File: src/rtl/vga_sync_monitor_if.sv
// Tap bundle between the VGA pins of the game top-level and the sync monitor.
// The master side drives the sampled pins; the slave side is the monitor.
interface vga_sync_monitor_if;
  logic        pix_en;
  logic        HS_L;
  logic        VS_L;
  logic [7:0]  rgb;
  logic [9:0]  x;
  logic [8:0]  y;
  logic        active;
  logic        locked;
  logic        frame_done;
  logic [15:0] frame_sum;
  logic [15:0] frame_cnt;
  logic [7:0]  cap_pix;
  logic        err;

  modport master (
    output pix_en, HS_L, VS_L, rgb,
    input  x, y, active, locked, frame_done, frame_sum, frame_cnt, cap_pix, err
  );

  modport slave (
    input  pix_en, HS_L, VS_L, rgb,
    output x, y, active, locked, frame_done, frame_sum, frame_cnt, cap_pix, err
  );
endinterface

File: src/rtl/vga_sync_monitor.sv
// Receive-side VGA checker: recovers sync timing, locks onto clean frames and
// reports coordinates, a per-frame colour checksum and one probe pixel.
// Position convention: the tick that samples an HS_L falling edge is hcnt 0,
// and the line containing the VS_L falling edge is vcnt 0.
module vga_sync_monitor #(
  parameter int H_SYNC   = 96,
  parameter int H_BP     = 48,
  parameter int H_ACTIVE = 640,
  parameter int H_FP     = 16,
  parameter int V_SYNC   = 2,
  parameter int V_BP     = 33,
  parameter int V_ACTIVE = 480,
  parameter int V_FP     = 10,
  parameter int CAP_X    = 320,
  parameter int CAP_Y    = 240
) (
  input  logic              clk,
  input  logic              rst_L,
  vga_sync_monitor_if.slave mon
);

  localparam int H_TOTAL = H_SYNC + H_BP + H_ACTIVE + H_FP;
  localparam int V_TOTAL = V_SYNC + V_BP + V_ACTIVE + V_FP;

  localparam logic [10:0] H_MAX       = 11'h7FF;
  localparam logic [9:0]  V_MAX       = 10'h3FF;
  localparam logic [10:0] H_LAST      = 11'(H_TOTAL - 1);
  localparam logic [10:0] H_SYNC_LAST = 11'(H_SYNC - 1);
  localparam logic [10:0] H_START     = 11'(H_SYNC + H_BP);
  localparam logic [10:0] H_END       = 11'(H_SYNC + H_BP + H_ACTIVE - 1);
  localparam logic [10:0] H_CAP       = 11'(H_SYNC + H_BP + CAP_X);
  localparam logic [9:0]  V_LAST      = 10'(V_TOTAL - 1);
  localparam logic [9:0]  V_SYNC_LN   = 10'(V_SYNC);
  localparam logic [9:0]  V_START     = 10'(V_SYNC + V_BP);
  localparam logic [9:0]  V_END       = 10'(V_SYNC + V_BP + V_ACTIVE - 1);
  localparam logic [9:0]  V_CAP       = 10'(V_SYNC + V_BP + CAP_Y);

  typedef enum logic [1:0] {SEARCH, ACQUIRE, LOCKED} state_t;

  function automatic logic [10:0] sat_inc11(input logic [10:0] v);
    return (v == H_MAX) ? v : v + 11'd1;
  endfunction

  function automatic logic [9:0] sat_inc10(input logic [9:0] v);
    return (v == V_MAX) ? v : v + 10'd1;
  endfunction

  // Stage p0: previously sampled sync levels and timing counters
  logic        hs_p0, vs_p0, vs_pend_p0;
  logic [10:0] hcnt_p0;
  logic [9:0]  vcnt_p0, vs_lines_p0;

  // Stage p1: registered coordinates, accumulators and reported results
  state_t      state_q;
  logic [9:0]  x_p1;
  logic [8:0]  y_p1;
  logic        active_p1, frame_done_p1, err_p1;
  logic [15:0] sum_p1, frame_sum_p1, frame_cnt_p1;
  logic [7:0]  cap_lat_p1, cap_pix_p1;

  logic        hs_fall, hs_rise, vs_fall, vs_rise, v_zero, h_sat, v_sat;
  logic        mismatch, in_win, cap_hit, vs_pend_nx;
  logic [10:0] hcnt_nx;
  logic [9:0]  vcnt_nx, vs_lines_nx;

  // Edge detection, next counter values and the per-tick timing mismatch
  always_comb begin
    hs_fall    = hs_p0 & ~mon.HS_L;
    hs_rise    = ~hs_p0 & mon.HS_L;
    vs_fall    = vs_p0 & ~mon.VS_L;
    vs_rise    = ~vs_p0 & mon.VS_L;
    hcnt_nx    = hs_fall ? 11'd0 : sat_inc11(hcnt_p0);
    h_sat      = ~hs_fall & (hcnt_p0 == H_MAX);
    v_zero     = hs_fall & (vs_fall | vs_pend_p0);
    vcnt_nx    = vcnt_p0;
    if (v_zero)       vcnt_nx = 10'd0;
    else if (hs_fall) vcnt_nx = sat_inc10(vcnt_p0);
    v_sat      = hs_fall & ~v_zero & (vcnt_p0 == V_MAX);
    vs_pend_nx = hs_fall ? 1'b0 : (vs_fall | vs_pend_p0);
    vs_lines_nx = vs_lines_p0;
    if (vs_fall)                     vs_lines_nx = {9'd0, hs_fall};
    else if (hs_fall & ~mon.VS_L)    vs_lines_nx = sat_inc10(vs_lines_p0);
    mismatch   = (hs_fall & (hcnt_p0 != H_LAST))
               | (hs_rise & (hcnt_p0 != H_SYNC_LAST))
               | (vs_rise & (vs_lines_p0 != V_SYNC_LN))
               | (vs_fall & (vcnt_p0 != V_LAST))
               | h_sat | v_sat;
    in_win     = (hcnt_nx >= H_START) && (hcnt_nx <= H_END) &&
                 (vcnt_nx >= V_START) && (vcnt_nx <= V_END);
    cap_hit    = (hcnt_nx == H_CAP) && (vcnt_nx == V_CAP);
  end

  // Sync sampling, timing counters and coordinates, advanced once per pixel tick
  always_ff @(posedge clk or negedge rst_L) begin
    if (!rst_L) begin
      hs_p0       <= 1'b0;
      vs_p0       <= 1'b0;
      vs_pend_p0  <= 1'b0;
      hcnt_p0     <= '0;
      vcnt_p0     <= '0;
      vs_lines_p0 <= '0;
      x_p1        <= '0;
      y_p1        <= '0;
    end else if (mon.pix_en) begin
      hs_p0       <= mon.HS_L;
      vs_p0       <= mon.VS_L;
      vs_pend_p0  <= vs_pend_nx;
      hcnt_p0     <= hcnt_nx;
      vcnt_p0     <= vcnt_nx;
      vs_lines_p0 <= vs_lines_nx;
      if (in_win) begin
        x_p1 <= 10'(hcnt_nx - H_START);
        y_p1 <= 9'(vcnt_nx - V_START);
      end
    end
  end

  // Lock FSM with frame accumulation and result reporting
  always_ff @(posedge clk or negedge rst_L) begin
    if (!rst_L) begin
      state_q       <= SEARCH;
      active_p1     <= 1'b0;
      frame_done_p1 <= 1'b0;
      err_p1        <= 1'b0;
      sum_p1        <= '0;
      frame_sum_p1  <= '0;
      frame_cnt_p1  <= '0;
      cap_lat_p1    <= '0;
      cap_pix_p1    <= '0;
    end else begin
      frame_done_p1 <= 1'b0;
      if (mon.pix_en) begin
        active_p1 <= 1'b0;
        case (state_q)
          SEARCH: begin
            if (vs_fall) begin
              state_q    <= ACQUIRE;
              sum_p1     <= '0;
              cap_lat_p1 <= '0;
            end
          end
          ACQUIRE: begin
            if (mismatch) begin
              state_q <= SEARCH;
            end else if (vs_fall) begin
              state_q    <= LOCKED;
              sum_p1     <= '0;
              cap_lat_p1 <= '0;
            end
          end
          LOCKED: begin
            if (mismatch) begin
              state_q <= SEARCH;
              err_p1  <= 1'b1;
              sum_p1  <= '0;
            end else begin
              active_p1 <= in_win;
              if (in_win)  sum_p1     <= sum_p1 + {8'd0, mon.rgb};
              if (cap_hit) cap_lat_p1 <= mon.rgb;
              if (vs_fall) begin
                frame_sum_p1  <= sum_p1;
                cap_pix_p1    <= cap_lat_p1;
                frame_cnt_p1  <= frame_cnt_p1 + 16'd1;
                frame_done_p1 <= 1'b1;
                sum_p1        <= '0;
              end
            end
          end
          default: state_q <= SEARCH;
        endcase
      end
    end
  end

  assign mon.x          = x_p1;
  assign mon.y          = y_p1;
  assign mon.active     = active_p1;
  assign mon.locked     = (state_q == LOCKED);
  assign mon.frame_done = frame_done_p1;
  assign mon.frame_sum  = frame_sum_p1;
  assign mon.frame_cnt  = frame_cnt_p1;
  assign mon.cap_pix    = cap_pix_p1;
  assign mon.err        = err_p1;

endmodule
File: src/flat_wrapper.sv
// flat-port wrapper written by rule: the top's interface ports become plain ports
module vga_sync_monitor_flat 
#(
  parameter int H_SYNC   = 96,
  parameter int H_BP     = 48,
  parameter int H_ACTIVE = 640,
  parameter int H_FP     = 16,
  parameter int V_SYNC   = 2,
  parameter int V_BP     = 33,
  parameter int V_ACTIVE = 480,
  parameter int V_FP     = 10,
  parameter int CAP_X    = 320,
  parameter int CAP_Y    = 240
)
  (clk, rst_L, mon_pix_en, mon_HS_L, mon_VS_L, mon_rgb, mon_x, mon_y, mon_active, mon_locked, mon_frame_done, mon_frame_sum, mon_frame_cnt, mon_cap_pix, mon_err);
  vga_sync_monitor_if mon_i ();
  input  logic clk;
  input  logic rst_L;
  input wire logic [$bits(mon_i.pix_en)-1:0] mon_pix_en;
  input wire logic [$bits(mon_i.HS_L)-1:0] mon_HS_L;
  input wire logic [$bits(mon_i.VS_L)-1:0] mon_VS_L;
  input wire logic [$bits(mon_i.rgb)-1:0] mon_rgb;
  output wire logic [$bits(mon_i.x)-1:0] mon_x;
  output wire logic [$bits(mon_i.y)-1:0] mon_y;
  output wire logic [$bits(mon_i.active)-1:0] mon_active;
  output wire logic [$bits(mon_i.locked)-1:0] mon_locked;
  output wire logic [$bits(mon_i.frame_done)-1:0] mon_frame_done;
  output wire logic [$bits(mon_i.frame_sum)-1:0] mon_frame_sum;
  output wire logic [$bits(mon_i.frame_cnt)-1:0] mon_frame_cnt;
  output wire logic [$bits(mon_i.cap_pix)-1:0] mon_cap_pix;
  output wire logic [$bits(mon_i.err)-1:0] mon_err;
  assign mon_i.pix_en = mon_pix_en;
  assign mon_i.HS_L = mon_HS_L;
  assign mon_i.VS_L = mon_VS_L;
  assign mon_i.rgb = mon_rgb;
  assign mon_x = mon_i.x;
  assign mon_y = mon_i.y;
  assign mon_active = mon_i.active;
  assign mon_locked = mon_i.locked;
  assign mon_frame_done = mon_i.frame_done;
  assign mon_frame_sum = mon_i.frame_sum;
  assign mon_frame_cnt = mon_i.frame_cnt;
  assign mon_cap_pix = mon_i.cap_pix;
  assign mon_err = mon_i.err;
  vga_sync_monitor #(.H_SYNC(H_SYNC), .H_BP(H_BP), .H_ACTIVE(H_ACTIVE), .H_FP(H_FP), .V_SYNC(V_SYNC), .V_BP(V_BP), .V_ACTIVE(V_ACTIVE), .V_FP(V_FP), .CAP_X(CAP_X), .CAP_Y(CAP_Y)) u_core (.clk(clk), .rst_L(rst_L), .mon(mon_i));
endmodule
File: config.mk
export PLATFORM = sky130hd
export DESIGN_NAME = vga_sync_monitor_flat
export DESIGN_NICKNAME = d
export VERILOG_FILES = /design/src/rtl/vga_sync_monitor_if.sv /design/src/rtl/vga_sync_monitor.sv /design/src/flat_wrapper.sv
export SDC_FILE = /design/constraint.sdc
export NUM_CORES = 1
export LEC_CHECK = 0
export CAP_MARGIN = 40
export CORE_MARGIN = 2
export CORE_UTILIZATION = 30
export DETAILED_ROUTE_END_ITERATION = 10
export SYNTH_ARGS = -nofsm -noshare
export SYNTH_HDL_FRONTEND = slang
export SYNTH_SLANG_ARGS = --single-unit
export TNS_END_PERCENT = 100
File: constraint.sdc
create_clock -name clk -period 6.99 [get_ports clk]
set_input_delay 1.0485 -clock clk [delete_from_list [all_inputs] [get_ports clk]]
set_output_delay 1.0485 -clock clk [all_outputs]
set_load 0.01 [all_outputs]
==> results.ini, run 1 <==
[logic_synthesis]
ys_top_cells_by_count=dfrtp_1, nand2_1, inv_1
synth_warnings=0
synth_top_area_share=0.458
syn_nets=725
synth_area_um2=6670
seq_area_frac_synth=0.458
synth_most_common_cell=dfrtp_1
synth_edf_count=0
synth_top_area_cell=dfrtp_1
synth_area_per_cell_um2=9.64
synth_cell_types=70
synth.area.top_cells=dfrtp_1, nand2_1, xnor2_1, ha_1, mux2_2
synthFlopType=dfrtp_1
synthCells=692
ys_seq_elements=122
async_reset_ff_frac=1.00

[clock_network]
cts_setup_buffers=0
htreeDepth=4
cts.sinks=122
cts_buffers=17
hold_buffers=0
cts-root-buf=clkbuf_16
clk_pin_slew_ps=60
cts_tree=done
clk_latency_ps=420
cts_buffer_depth=2
post_cts_resized=0

[sta]
whs_ps=473
clock_skew_ps=9.73
slew_headroom=0.418
tns_ps=0
rsz0062_at_grt=no
fmax_mhz=219
finalSetupViolations=0
post-route-period-util=0.653
drv_slew=0
period_minus_slack_ps=4560
worst_pin_slew_ps=867
hold_viol_final=0

[worst_setup_path]
cp.required_ps=7290
worstReg2RegStart=u_core.vcnt_p0[2]
critPathSlowestCell=nor2b_1
r2r_cells=12
path_buf_inv=3
worst-path-max-fanout=19
cp-start-kind=input pin
rr_endpoint=u_core.mon.y[4]
max_stage_delay_ps=540
critPathTopFamily=simple AND/OR/NAND/NOR gates
r2r_setup_slack_ps=2960
cp.arrival_ps=4870
critPathKind=input pin to register
path_cells=clkdlybuf4s50_1 -> nor2b_1 -> nor2_1 -> and3_1 -> a22oi_1 -> inv_1 -> ha_1 -> o31ai_1 -> a21o_1 -> a222oi_1 -> buf_4 -> nand2_2 -> mux2_2
end_kind=register

[drt]
wire_per_inst_um=15.1
drt_pass1_iterations=5
vias=5398
finalWirelength_mm=16.0
drtAntennaViolNets=0
first_iter_violations=423
viasPerCell=5.10
drc_errors=0

[place]
hpwl_mm=11.2
gp_congestion=0.876
dpl-instance-area_um2=7740
io_buffers=75

[floorplan]
dieArea_um2=23500
initial_utilization=0.306
die_y_um=153
rows=54
coreArea_um2=21800
die_w_um=153
pin_count=76

[cells_and_area]
drive_gt1_frac=0.0887
post-route-cell-area_um2=8320
syn_to_final_growth_pct=24.7
antenna_cells=0
final_nets=798

[global_route]
grt_usage=0.140
antenna_found_initial=0
grt.overflow.total=0
grt_start_max_net_pins=65
grt_pass1_vias=5106
grt_pass1_wl_mm=26.7

[pwr]
irDropWorstVdd_uv=156
p_leak_nw=3.82
power.density_nw_per_um2=229

[worst_hold_path]
hold_path.class=register to register
hold_path_depth=2
min_to=u_core.mon.frame_sum[4]
hp-start=u_core.mon.frame_sum[4]

[run_status]
outcome=completed

[flow_run]
maxCapViolCount=0

## cells in the final DEF, fill, tap and decap left out, types with 4 or more instances in the layout
master           count
nor2b_1              8
nor4_1               4
mux2_1              11
a41oi_1              4
xor2_1              13
or4_1                4
dfrtp_1            122
a21o_1               8
a21oi_1             29
o31ai_1              5
and4_1               8
nand3_1             17
buf_4                7
mux2_2              18
and2_1               7
and3_1              21
a22o_1              10
or3_1                5
o21a_1               5
o21ai_0             31
a31oi_1             19
nor2_1              31
nand2b_1             4
clkdlybuf4s50_1     73
nor3_1              14
nand2_1            102
ha_1                19
nand4_1             11
xnor2_1             28
mux2i_1             14
inv_6                8
inv_1               32
clkbuf_16           17
## power by group
group	internal [mW]	switching, mW
sequential	0.737	0.0449
clock	0.504	0.364
combinational	0.111	0.148
total	1.35	0.556
## state kept, by name (all words and copies together) (netlist names), 8 cells and up
| name | cells |
|---|---|
| u_core.mon.frame_cnt | 16 |
| u_core.mon.frame_sum | 16 |
| u_core.sum_p1 | 16 |
| u_core.hcnt_p0 | 11 |
| u_core.mon.x | 10 |
| u_core.vcnt_p0 | 10 |
| u_core.vs_lines_p0 | 10 |
| u_core.mon.y | 9 |
| u_core.cap_lat_p1 | 8 |
| u_core.mon.cap_pix | 8 |
## stage by stage
stage / cells / setup WS (ps) / total power, mW / utilization
after floorplan: 692 / 3180 / 0.961 / -
after global placement: 1023 / 2060 / 1.05 / 0.352
after detailed placement: 1026 / 1990 / 1.05 / 0.355
after CTS: 1058 / 2420 / 1.93 / 0.381
after global routing: 1058 / 2080 / 2.00 / 0.381
final: 1058 / 2430 / 1.91 / 0.381
## cells by family (layout without fill, tap and decap cells)
family / after synthesis / in the layout / share of synthesized area
simple gates: 252 / 252 / 0.190
compound gates: 151 / 151 / 0.152
flops: 122 / 122 / 0.458
buf+inv: 63 / 149 / 0.0381
mux: 43 / 43 / 0.0699
xor+xnor: 41 / 41 / 0.0538
fa+ha+maj: 20 / 20 / 0.0386
## worst register-to-register path: cells and delay by family (launching register included)
family	cells	cell delay [ps]
and+or+nand+nor	4	1310
DFF	1	510
buffers and inverters	2	330
muxes	1	400
AOI/OAI and AO/OA	4	1100
adders and majority gates	1	260
## routing by layer
| layer | up-vias | share of wire | global-route usage |
|---|---|---|---|
| met3 | 16 | 0.057 | 0.0357 |
| met4 | 0 | 0.012 | 0.0384 |
| li1 | 2652 | - | - |
| met2 | 146 | 0.43 | 0.204 |
| met5 | - | 0 | 0 |
| met1 | 2584 | 0.50 | 0.206 |
## final cells by class
cell class,instances,area [µm²]
timing repair buffer,83,843
clock buffer,17,425
clock inverter,15,155
sequential,122,3050
multi-input combinational,507,3370
fill,2177,13500
tap,280,350
inverter,34,128
## worst max-delay path by stage
| stage | from | end | slack (ps) | depth (start not counted) |
|---|---|---|---|---|
| after floorplan | mon_HS_L | u_core.mon.x[6] | 3180 | 12 |
| after global placement | mon_HS_L | u_core.mon.y[8] | 2060 | 10 |
| after detailed placement | mon_VS_L | u_core.mon.x[4] | 1990 | 13 |
| after CTS | mon_VS_L | u_core.mon.x[2] | 2420 | 13 |
| after global routing | mon_VS_L | u_core.sum_p1[0] | 2080 | 13 |
| final | mon_VS_L | u_core.mon.y[4] | 2430 | 13 |
(Power assumes the default switching activity.)
==> run 2: changes to the inputs <==
==> constraint.sdc (replaced) <==
create_clock -name clk -period 3.9 [get_ports clk]
set_input_delay 0.585 -clock clk [delete_from_list [all_inputs] [get_ports clk]]
set_output_delay 0.585 -clock clk [all_outputs]
set_load 0.01 [all_outputs]
==> run 2 against run 1 <==
Utilization is 1.1 points higher. Critical path depth stayed put. Clock power is 79% higher. Final area is 3.0% higher. Die area stayed put. Via count is 3.0% higher. Critical path type is now register to register. Largest cell class unchanged.
==> results.ini, run 2 (synthesis gave the netlist of run 1 again) <==
[run_status]
outcome=completed

[floorplan]
die_y_um=153  ; unchanged
rows=54  ; unchanged
pin_count=76  ; unchanged
die_w_um=153  ; unchanged
coreArea_um2=21800  ; unchanged
dieArea_um2=23500  ; unchanged
initial_utilization=0.306  ; unchanged

[drt]
drt_pass1_iterations=5  ; unchanged
finalWirelength_mm=16.2  ; +1.6%
wire_per_inst_um=14.9  ; -1.3%
vias=5560  ; +3.0%
viasPerCell=5.11  ; about the same
first_iter_violations=337  ; -20%
drc_errors=0  ; unchanged
drtAntennaViolNets=0  ; unchanged

[global_route]
grt.overflow.total=0  ; unchanged
grt_start_max_net_pins=64  ; -1.5%
antenna_found_initial=0  ; unchanged
grt_pass1_vias=5419  ; +6.1%
grt_pass1_wl_mm=27.5  ; +2.9%
grt_usage=0.144  ; +0.00356

[pwr]
power.density_nw_per_um2=404  ; +76%
p_leak_nw=3.98  ; +4.1%
irDropWorstVdd_uv=285  ; +83%
p_total_mw=3.46  ; +81%

[worst_setup_path]
r2r_cells=13  ; +1
worstReg2RegStart=u_core.vcnt_p0[1]
cp.required_ps=4200  ; -3090 ps
critPathKind=register to register
path_cells=ha_1 -> and3_1 -> nand3_2 -> o31ai_1 -> mux2i_1 -> inv_1 -> ha_1 -> or3b_2 -> nor4_1 -> nor4bb_2 -> o21ai_1 -> buf_4 -> mux2i_1
r2r_setup_slack_ps=290  ; -2670 ps
cp-start-kind=register
rr_endpoint=u_core.cap_lat_p1[7]
cp.arrival_ps=3920  ; -950 ps
critPathLaunch=u_core.vcnt_p0[1]
critPathSlowestCell=dfrtp_1
end_kind=register
crit_end=u_core.cap_lat_p1[7]
max_stage_delay_ps=440  ; -100 ps
worst-path-max-fanout=8  ; -11

[place]
gp_congestion=0.908  ; +3.6%
hpwl_mm=11.7  ; +3.9%
io_buffers=75  ; unchanged

[sta]
period_minus_slack_ps=3610
fmax_mhz=277
slew_headroom=0.557  ; +0.138
hold_viol_final=0  ; unchanged
tns_ps=0  ; unchanged
finalSetupViolations=0  ; unchanged
worst_pin_slew_ps=648  ; -219 ps
post-route-period-util=0.926
drv_slew=0  ; unchanged
rsz0062_at_grt=no
clock_skew_ps=8.88  ; -0.845 ps

[cells_and_area]
drive_gt1_frac=0.126  ; +0.0374
syn_to_final_growth_pct=28.4
register_area_um2=3050  ; unchanged
multi_input_area_um2=3380  ; +0.30%
final_nets=829  ; +3.9%
fillers=2199  ; +1.0%
final_common_cell=dfrtp_1
antenna_cells=0  ; unchanged
layout_common_cells=dfrtp_1, nand2_1, clkdlybuf4s50_1

[clock_network]
clk_pin_slew_ps=60  ; about the same
clk_latency_ps=420  ; about the same
cts.sinks=122  ; unchanged
hold_buffers=0  ; unchanged
htreeDepth=4  ; unchanged
cts_buffer_depth=2  ; unchanged
cts_buffers=17  ; unchanged
cts-root-buf=clkbuf_16
cts_tree=done

[flow_run]
maxCapViolCount=0  ; unchanged

[worst_hold_path]
hold_path.class=input pin to async pin

[run 2: cell types whose count changed in the layout (fill, tap and decap cells not counted), moves of 2 or more]
cell      delta
buf_12       +2
buf_4       +30
clkinv_4     +4
inv_6        -4
[run 2: how the worst min path moves through the flow]
stage,startpoint,endpoint,slack [ps],cells after the start
after CTS,rst_L,u_core.mon.cap_pix[2],190,2
after global placement,u_core.mon.frame_sum[6],u_core.mon.frame_sum[6],460,2
after floorplan,rst_L,u_core.cap_lat_p1[0],290,0
final,rst_L,u_core.mon.cap_pix[2],180,2
after global routing,rst_L,u_core.mon.cap_pix[2],190,2
after detailed placement,u_core.mon.frame_sum[6],u_core.mon.frame_sum[6],460,2
[run 2: worst max-delay path: cells and delay by family, from the launching register on]
family	cells	cell delay, ps
flip-flops	1	440
AND/OR/NAND/NOR	5	1510
AO/OA/AOI/OAI	2	470
buffers and inverters	2	300
adder cells (fa/ha/maj)	2	450
multiplexers	2	310
[run 2: per-stage QoR]
stage	utilization	cell area [µm²]	instances	hold slack (ps)	setup slack [ps]
after CTS	0.392	8560	1089	190	214
final	0.393	8570	1089	175	287
after detailed placement	0.366	7980	1057	463	-161
after global placement	0.364	7950	1056	459	-152
after global routing	0.393	8570	1089	189	43.5
after floorplan	-	6670	692	289	498
[run 2: timing repair]
action | CTS | global route
gates resized for setup | 0 | 2
setup buffers | 0 | 0
setup endpoints to repair | 0 | 17
[run 2: area by class of cell]
| type | instances | area share |
|---|---|---|
| multi-input combinational | 507 | 0.394 |
| sequential | 122 | 0.356 |
| timing repair buffer | 114 | 0.126 |
| clock buffer | 17 | 0.0496 |
| tap | 280 | 0.0409 |
| clock inverter | 15 | 0.0181 |
| inverter | 34 | 0.0149 |
[run 2: report_power, final]
group          switching [mW]  total (mW)  leakage (nW)  internal [mW]
Clock                   0.649        1.55         0.285          0.899
Combinational           0.288       0.527          2.03          0.239
Sequential             0.0628        1.38          1.67           1.32
Total                    1.00        3.46          3.98           2.46
[run 2: layer usage]
| layer | part of all wire | track usage |
|---|---|---|
| met5 | 0 | 0 |
| met2 | 0.43 | 0.213 |
| met3 | 0.058 | 0.0388 |
| met4 | 0.013 | 0.0463 |
| met1 | 0.50 | 0.203 |
==> run 3: changes to the inputs <==
--- a/config.mk
+++ b/config.mk
@@ -7,7 +7,7 @@
 export LEC_CHECK = 0
 export CAP_MARGIN = 40
 export CORE_MARGIN = 2
-export CORE_UTILIZATION = 30
+export CORE_UTILIZATION = 34
 export DETAILED_ROUTE_END_ITERATION = 10
 export SYNTH_ARGS = -nofsm -noshare
 export SYNTH_HDL_FRONTEND = slang
==> run 3 against run 2 <==
Non-clock buffer count up 3. Critical path type unchanged. Die area decreased by 11%. Hold slack gained 19 ps. Critical endpoint is now u_core.mon.x[7]. Sequential share of layout area is 0.33 points higher.
==> results.ini, run 3 (synthesis gave the netlist of run 1 again) <==
[run_status]
outcome=completed

[clock_network]
cts_buffer_depth=2  ; unchanged
hold_buffers=0  ; unchanged
cts-root-buf=clkbuf_16
htreeDepth=4  ; unchanged
cts_buffers=17  ; unchanged
cts.sinks=122  ; unchanged
cts_tree=done
clk_latency_ps=420  ; about the same
clk_pin_slew_ps=60  ; about the same
post_cts_resized=0  ; unchanged

[cells_and_area]
final_nets=832  ; +0.36%
final_cell_count_no_fill=1076  ; -1.2%
drive_gt1_frac=0.123  ; -0.00278
final_common_cell=dfrtp_1
finish.utilization=0.439  ; +0.0465
layout_common_cells=dfrtp_1, nand2_1, clkdlybuf4s50_1
syn_to_final_growth_pct=27.2
antenna_cells=0  ; unchanged

[global_route]
antenna_found_initial=0  ; unchanged
grt_start_max_net_pins=65  ; +1.6%
grt.overflow.total=0  ; unchanged
grt_usage=0.165  ; +0.0209
grt_pass1_wl_mm=26.9  ; -2.1%
grt_pass1_vias=5271  ; -2.7%

[flow_run]
maxCapViolCount=0  ; unchanged

[worst_setup_path]
max_stage_delay_ps=510  ; +70 ps
r2r_setup_slack_ps=280  ; about the same
critPathKind=register to register
critPathSlowestCell=a222oi_1
path_cells=ha_1 -> nand2_1 -> or3_1 -> and3_1 -> o21ai_0 -> buf_4 -> ha_1 -> and3_1 -> nand4b_1 -> a222oi_1 -> nand2_2 -> mux2_1
cp.arrival_ps=3920  ; about the same
critPathLaunch=u_core.hcnt_p0[1]
end_kind=register
worst-path-max-fanout=19  ; +11
cp.required_ps=4200  ; about the same
worstReg2RegStart=u_core.hcnt_p0[1]
cp-start-kind=register

[floorplan]
coreArea_um2=19300  ; -11%
die_w_um=144  ; -5.9%
rows=51  ; -5.6%
initial_utilization=0.345  ; +0.0394
dieArea_um2=20800  ; -11%
die_y_um=144  ; -5.9%
pin_count=76  ; unchanged

[sta]
period_minus_slack_ps=3620  ; +3.88 ps
whs_ps=195  ; +19.4 ps
rsz0062_at_grt=yes
post-route-period-util=0.927  ; +0.000995
fmax_mhz=276  ; -0.11%
clock_skew_ps=13.5  ; +4.64 ps
slew_headroom=0.580  ; +0.0233
worst_pin_slew_ps=626  ; -22.4 ps
finalSetupViolations=0  ; unchanged
drv_slew=0  ; unchanged
hold_viol_final=0  ; unchanged

[drt]
drtAntennaViolNets=0  ; unchanged
viasPerCell=5.12  ; +0.35%
finalWirelength_mm=16.1  ; -0.60%
drc_errors=0  ; unchanged
first_iter_violations=415  ; +23%
wire_per_inst_um=15.0  ; +0.60%
drt_pass1_iterations=5  ; unchanged
vias=5513  ; -0.85%

[place]
io_buffers=75  ; unchanged
gp_congestion=0.845  ; -6.9%
dp.cells=1045  ; -1.1%
hpwl_mm=11.5  ; -1.2%

[pwr]
power.density_nw_per_um2=390  ; -3.4%
irDropWorstVdd_uv=312  ; +9.5%
p_leak_nw=3.96  ; -0.61%

[worst_hold_path]
hold_path.class=input pin to async pin

run 3: cell types whose count changed in the layout (fill, tap and decap cells not counted), sizes merged:
| cell | change |
|---|---|
| buf | +3 |
| bufinv | -1 |
| inv | -6 |
| clkinv | +1 |
| clkinvlp | +2 |
| clkbuf | +3 |
run 3: per-layer routing:
| layer | share of wire | track usage | wire [µm] | up-vias |
|---|---|---|---|---|
| met5 | 0 | 0 | 0 | - |
| met4 | 0.0084 | 0.0495 | 135 | 0 |
| met3 | 0.047 | 0.0371 | 761 | 12 |
| met2 | 0.45 | 0.253 | 7260 | 132 |
| met1 | 0.49 | 0.231 | 7980 | 2664 |
| li1 | - | - | - | 2705 |
run 3: stage by stage:
| step | setup TNS [ps] | setup WS, ps | power (mW) | instance area [µm²] |
|---|---|---|---|---|
| 4_1_cts | 0 | 273 | 3.36 | 8490 |
| 2_1_floorplan | 0 | 498 | 1.72 | 6670 |
| 5_1_grt | -665 | -70.5 | 3.49 | 8490 |
| 6_report | 0 | 283 | 3.31 | 8490 |
| 3_3_place_gp | -1140 | -82.7 | 1.93 | 7940 |
| 3_5_place_dp | -2700 | -161 | 1.94 | 7970 |
run 3: power by group:
part | switching, mW | internal [mW]
sequential | 0.0624 | 1.32
combinational | 0.288 | 0.239
clock | 0.579 | 0.820
run 3: final timing paths:
path / cells after the start / end
setup / recovery: 12 / u_core.mon.x[7]
hold / removal: 2 / u_core.mon.cap_pix[3]
setup reg to reg: 12 / u_core.mon.x[7]
hold reg to reg: 2 / u_core.mon.frame_sum[8]
max in group asynchronous: 2 / u_core.mon.x[0]
min in group clk: 2 / u_core.mon.frame_sum[8]
run 3: timing repair:
item,in CTS,in global routing
hold endpoints to repair,0,0
buffers inserted,0,0
endpoints found under the setup margin,0,16
run 3: worst max-delay path, delay by kind of cell, from the launching register on:
| kind | cells | cell delay, ps |
|---|---|---|
| AO/OA/AOI/OAI | 2 | 680 |
| adder cells (fa/ha/maj) | 2 | 450 |
| buffers and inverters | 1 | 160 |
| flip-flops | 1 | 430 |
| multiplexers | 1 | 430 |
| AND/OR/NAND/NOR | 6 | 1350 |
run 3: area by class of cell:
class / count / area, µm²
flip-flops and latches: 122 / 3050
clock buffers: 20 / 447
multi-input cells: 507 / 3370
repair buffers: 117 / 1090
fillers: 1903 / 10800
inverters: 34 / 128
clock inverters: 11 / 73.8
well taps: 265 / 332
